===== src/rtl/operand_fetch.sv =====
// Register-read stage: captures an op with its two operands into a 2-entry skid buffer,
// forwarding writeback data both at capture time and into entries already held.
module operand_fetch #(
    parameter int RWIDTH  = 6,
    parameter int DWIDTH  = 32,
    parameter int OPWIDTH = 6
) (
    input  logic               clk,
    input  logic               rst_n,
    input  logic               in_valid,
    output logic               in_ready,
    input  logic [OPWIDTH-1:0] in_op,
    input  logic [RWIDTH-1:0]  in_rs1,
    input  logic [RWIDTH-1:0]  in_rs2,
    input  logic [RWIDTH-1:0]  in_rd,
    input  logic [DWIDTH-1:0]  in_imm,
    output logic [RWIDTH-1:0]  ra1,
    output logic [RWIDTH-1:0]  ra2,
    input  logic [DWIDTH-1:0]  rd1,
    input  logic [DWIDTH-1:0]  rd2,
    input  logic               wb_we,
    input  logic [RWIDTH-1:0]  wb_wa,
    input  logic [DWIDTH-1:0]  wb_wd,
    output logic               out_valid,
    input  logic               out_ready,
    output logic [OPWIDTH-1:0] out_op,
    output logic [RWIDTH-1:0]  out_rd,
    output logic [DWIDTH-1:0]  out_a,
    output logic [DWIDTH-1:0]  out_b,
    output logic [DWIDTH-1:0]  out_imm
);

    typedef struct packed {
        logic               vld;
        logic [OPWIDTH-1:0] op;
        logic [RWIDTH-1:0]  rd;
        logic [RWIDTH-1:0]  rs1;
        logic [RWIDTH-1:0]  rs2;
        logic [DWIDTH-1:0]  a;
        logic [DWIDTH-1:0]  b;
        logic [DWIDTH-1:0]  imm;
    } entry_t;

    entry_t head, skid;
    entry_t incoming, head_byp, skid_byp;
    logic   accept, pop, wb_hit;

    assign ra1       = in_rs1;
    assign ra2       = in_rs2;
    // skid occupancy is the only thing that can stall decode, so in_ready is a pure register
    assign in_ready  = !skid.vld;
    assign out_valid = head.vld;
    assign accept    = in_valid && in_ready;
    assign pop       = head.vld && out_ready;
    assign wb_hit    = wb_we && (wb_wa != '0);

    assign out_op  = head.op;
    assign out_rd  = head.rd;
    assign out_a   = head.a;
    assign out_b   = head.b;
    assign out_imm = head.imm;

    always_comb begin
        incoming     = '0;
        incoming.vld = 1'b1;
        incoming.op  = in_op;
        incoming.rd  = in_rd;
        incoming.rs1 = in_rs1;
        incoming.rs2 = in_rs2;
        incoming.imm = in_imm;
        incoming.a   = (wb_hit && wb_wa == in_rs1) ? wb_wd : rd1;
        incoming.b   = (wb_hit && wb_wa == in_rs2) ? wb_wd : rd2;

        // held entries track writes to their sources so they never go stale while stalled
        head_byp = head;
        skid_byp = skid;
        if (wb_hit && head.rs1 == wb_wa) head_byp.a = wb_wd;
        if (wb_hit && head.rs2 == wb_wa) head_byp.b = wb_wd;
        if (wb_hit && skid.rs1 == wb_wa) skid_byp.a = wb_wd;
        if (wb_hit && skid.rs2 == wb_wa) skid_byp.b = wb_wd;
    end

    always_ff @(posedge clk) begin
        if (!rst_n) begin
            head <= '0;
            skid <= '0;
        end else begin
            head <= head_byp;
            skid <= skid_byp;
            if (!head.vld || pop) begin
                if (skid.vld) begin
                    head     <= skid_byp;
                    skid.vld <= 1'b0;
                end else if (accept) begin
                    head <= incoming;
                end else begin
                    head.vld <= 1'b0;
                end
            end else if (accept) begin
                skid <= incoming;
            end
        end
    end

endmodule


===== config.mk =====
export PLATFORM = sky130hd
export DESIGN_NAME = operand_fetch
export DESIGN_NICKNAME = d
export VERILOG_FILES = /design/src/rtl/operand_fetch.sv
export SDC_FILE = /design/constraint.sdc
export NUM_CORES = 1
export LEC_CHECK = 0
export ABC_CLOCK_PERIOD_IN_PS = 2900
export BUFFER_PORTS_ARGS = -buffer_cell sky130_fd_sc_hd__buf_2
export CELL_PAD_IN_SITES_DETAIL_PLACEMENT = 2
export CELL_PAD_IN_SITES_GLOBAL_PLACEMENT = 2
export CORE_ASPECT_RATIO = 0.6
export CORE_MARGIN = 10
export CORE_UTILIZATION = 35
export CTS_BUF_LIST = sky130_fd_sc_hd__clkbuf_8
export CTS_CLUSTER_SIZE = 40
export DETAILED_ROUTE_END_ITERATION = 7
export GPL_TIMING_DRIVEN = 0
export PLACE_DENSITY_LB_ADDON = 0.1
export SYNTH_ARGS = -nofsm -noshare
export SYNTH_HDL_FRONTEND = slang
export SYNTH_SLANG_ARGS = --single-unit

===== constraint.sdc =====
create_clock -name clk -period 2.9 [get_ports clk]
set_clock_uncertainty 0.1 [all_clocks]
set_input_delay 0 -clock clk [delete_from_list [all_inputs] [get_ports clk]]
set_output_delay 0 -clock clk [all_outputs]
set_load 0.02 [all_outputs]

==> summary.txt <==
Critical path
  – CP max FO: 10
  – Most frequent CP cell: buf_2
  – Critical path's top delay family: buffers and inverters
  – CP bufs+invs: 5
  – Worst path cell trace: dlygate4sd3_1 > buf_2 > xnor2_1 > nand4_1 > nor4_1 > buf_2 > buf_2 > mux2i_1 > dlygate4sd3_1 > o22ai_1
  – WS Path Type: input port to flip-flop
  – Critical path depth: 10
  – Path depth of the worst reg2reg path: 7
  – Crit path DAT: 3200 ps
  – Worst r2r src: skid[107]
  – Slowest cell on the critical path: dlygate4sd3_1
  – Worst path required time: 3250 ps
  – Crit Reg-Reg Endpoint: out_a[12]
  – Endpoint type of the worst setup path: flip-flop
  – Setup crit start kind: input port
  – Reg-to-reg setup timing slack: 140 ps
  – CP peak stage delay: 590 ps

STA
  – Setup TNS: 0 ps
  – Worst slew pin tran: 1142 ps
  – Endpoints failing hold: 0
  – Final min period: 2848 ps
  – Max Slew Vio Count: 0
  – FMAX: 351.1 MHz
  – RSZ-0062 raised after global routing: false
  – Setup-failing EPs final: 0
  – Slew headroom: 0.2384
  – Fin crit share: 0.9821

Placement
  – Placed insts: 2273
  – DP Area: 15710 um^2
  – Final Wtd Congestion: 0.8453
  – Hpwl dp: 44400 um
  – Port Buffers: 278

Clock network
  – CTS sink cnt: 242
  – Num CTS Buffers: 43
  – Clk_lat worst skew: 600 ps
  – Clock-pin slew on the worst setup and hold paths: 70 ps
  – Clk buf depth: 3
  – TritonCTS clock tree: built
  – Clk Tree Root Cell: clkbuf_8
  – CTS H-Tree Depth: 2

GRT
  – Busiest grt layer: met2
  – All-Layer GR Usage: 0.2766
  – Met2 Resource Use GR: 0.4562
  – First-pass GRT wire length: 103000 um
  – Total grt overflow: 0
  – Initial antenna violation count: 8
  – Largest net degree at the start of global routing: 12
  – GR Layer Usage met1: 0.3531
  – GRT met3 Usage: 0.04836
  – Vias in the first global route: 16.43k

Floorplan
  – Core area: 38120 um^2
  – Num rows: 55
  – Initial core utilization: 0.3581
  – Die height: 173.0 um
  – Die footprint: 47570 um^2
  – I/O pin count: 285
  – Die W: 275.0 um

Outcome
  – Status: complete, no violations

Pwr
  – Peak VDD IR: 0.2855 mV
  – Switch share: 0.3199
  – Total Power: 8.443 mW
  – PwrDens: 451.7 nW/um^2
  – Clk pwr share: 0.366
  – Flop pwr share: 0.427
  – Sw Pwr: 2.701 mW
  – Internal power: 5.742 mW
  – Comb power frac: 0.207
  – Pleak: 8.412 nW

Hold path
  – Endpoint, Worst Hold: out_b[31]
  – Tightest Hold Check Type: input port to flip-flop
  – Hold Startpoint: wb_we
  – Worst hold stages: 5

Drt
  – DR WL/cell: 26.52 um
  – DR pass1 iterations: 6
  – Via count: 14.15k
  – DRC errors left: 0
  – DRT Wirelength: 68180 um
  – DR iter-0 viols: 959
  – Remaining antenna violation count after routing: 0
  – Vias per Instance: 5.503

Logic synthesis
  – Synth Instances: 1481
  – Synth area leaders: dfxtp_1 (35%), mux2i_1 (19%), nand2_1 (8.4%)
  – Syn Nets: 1644
  – Post-synthesis sequential area ratio: 0.3548
  – Synth area leader: dfxtp_1
  – Synth top area share: 0.3548
  – Synth Cell Area: 13650 um^2
  – Post-synthesis register bit count: 242
  – Syn Area/Cell: 9.219 um^2
  – Ys Warns: 0
  – Synth cell types: 31

Finish
  – # fillers: 4103
  – Layout cells sized above 1: 0.2488
  – Layout area overhead: 36.91%
  – Final instance area: 18690 um^2
  – Final #Nets: 2186
  – Post-Layout Cell Count: 2571

Run
  – Max-cap violations: 0
-- repair_timing --
item,in CTS,in global routing
hold endpoints to repair,242,0
pin swaps,0,0
gates resized for setup,4,31
hold buffers,218,0
setup endpoints to repair,40,169
buffers inserted,0,0
-- logic make-up (layout without fill, tap and decap cells) --
group / count (synthesis) / in the layout / share of synthesized area
DFF: 242 / 242 / 0.3548
xor gates and xnor gates: 36 / 36 / 0.02309
buffers and inverters: 252 / 821 / 0.1053
other: 0 / 8 / 0
muxes: 319 / 319 / 0.2397
and+or+nand+nor: 334 / 334 / 0.09641
AOI/OAI and AO/OA: 298 / 298 / 0.1806
-- per-stage QoR --
| stage | util | setup WS (ps) | hold slack [ps] |
|---|---|---|---|
| detailed placement | 0.4120 | -178.4 | 133.3 |
| global route | 0.4903 | 6.300 | 22.20 |
| CTS | 0.4889 | 4.491 | 3.392 |
| floorplan | - | 651.2 | 12.59 |
| global placement | 0.4115 | -767.1 | 126.1 |
| finish | 0.4903 | 51.77 | 12.29 |
-- registers in the layout (all words and copies together), names as in the netlist --
register and count:
out_valid 1, out_imm 32, out_op 6, out_rd 6, out_b 32, skid 121, out_a 32, head 12
-- placed cells by master, fill, tap and decap left out, types with 2 or more instances in the layout --
cell type	instances
dfxtp_1	242
nor2b_1	2
clkbuf_1	73
inv_1	22
clkbuf_2	16
o22ai_1	63
nand2_1	307
clkbuf_8	46
xor2_1	12
and3_1	3
buf_4	121
dlygate4sd3_1	218
mux2i_1	255
buf_2	310
nor2_1	2
clkbuf_4	2
nor4_1	4
o211a_1	56
o211ai_1	56
clkinvlp_4	3
nand4_1	6
mux2_1	60
xnor2_1	24
a211o_1	64
a22o_1	56
diode_2	8
mux2_2	4
buf_1	8
clkinv_2	2
-- worst max-delay path by stage --
stage          startpoint        end  slack, ps
6_report        in_rs1[5]   skid[82]         50
5_1_grt         in_rs1[1]   skid[73]          6
3_3_place_gp     wb_wa[1]  out_a[11]       -770
3_5_place_dp     wb_wa[4]  out_b[26]       -180
2_1_floorplan    wb_wa[5]   out_a[0]        650
4_1_cts         skid[120]   out_b[6]          4
-- synthesized netlist by cell type, drive strengths merged --
cell and count:
mux2i 255, nand3 1, or4 1, o211ai 56, buf 162, nand2b 1, and2 1, and3 3
o22ai 63, or3 1, nor4 6, a211o 64, or3b 1, o2111a 1, a21boi 1, nand4 6
mux2 64, nor2b 3, xnor2 24, dfxtp 242, nor2 3, a22o 56, o31ai 1, xor2 12
clkbuf 89, inv 1, nand2 307, o211a 56
-- layer usage --
layer  vias to the layer above  wire length, um
li1                       6324                -
met5                         -                0
met2                       423            32350
met4                         0             1993
met1                      7271            30600
met3                       131             3240
-- worst register-to-register path, delay by kind of cell (launching register included) --
kind	cells	cell delay (ps)
buffers and inverters	2	910
AND/OR/NAND/NOR	2	520
flip-flops	1	340
XOR/XNOR	1	320
AO/OA/AOI/OAI	1	280
multiplexers	1	190
-- cell type report --
type,count,area [um^2],share of cell area
Multi-Input combinational cell,987,7397,0.3957
Sequential cell,242,4845,0.2592
Timing Repair Buffer,497,3581,0.1916
Buffer,251,1460,0.07811
Tap cell,513,641.9,0.03434
Clock buffer,46,633.1,0.03387
Clock inverter,26,111.4,0.005957
Antenna cell,8,20.02,0.001071
Inverter,1,3.754,0.0002008
-- power groups by stage --
stage               Sequential [mW]  Combinational [mW]  Clock [mW]
global placement               3.66                1.38           0
CTS                            3.60                1.68        3.09
detailed placement             3.67                1.43           0
finish                         3.61                1.75        3.09
floorplan                      3.63               0.867           0
global route                   3.62                1.87        3.31
Power figures use the tool's default switching activity.
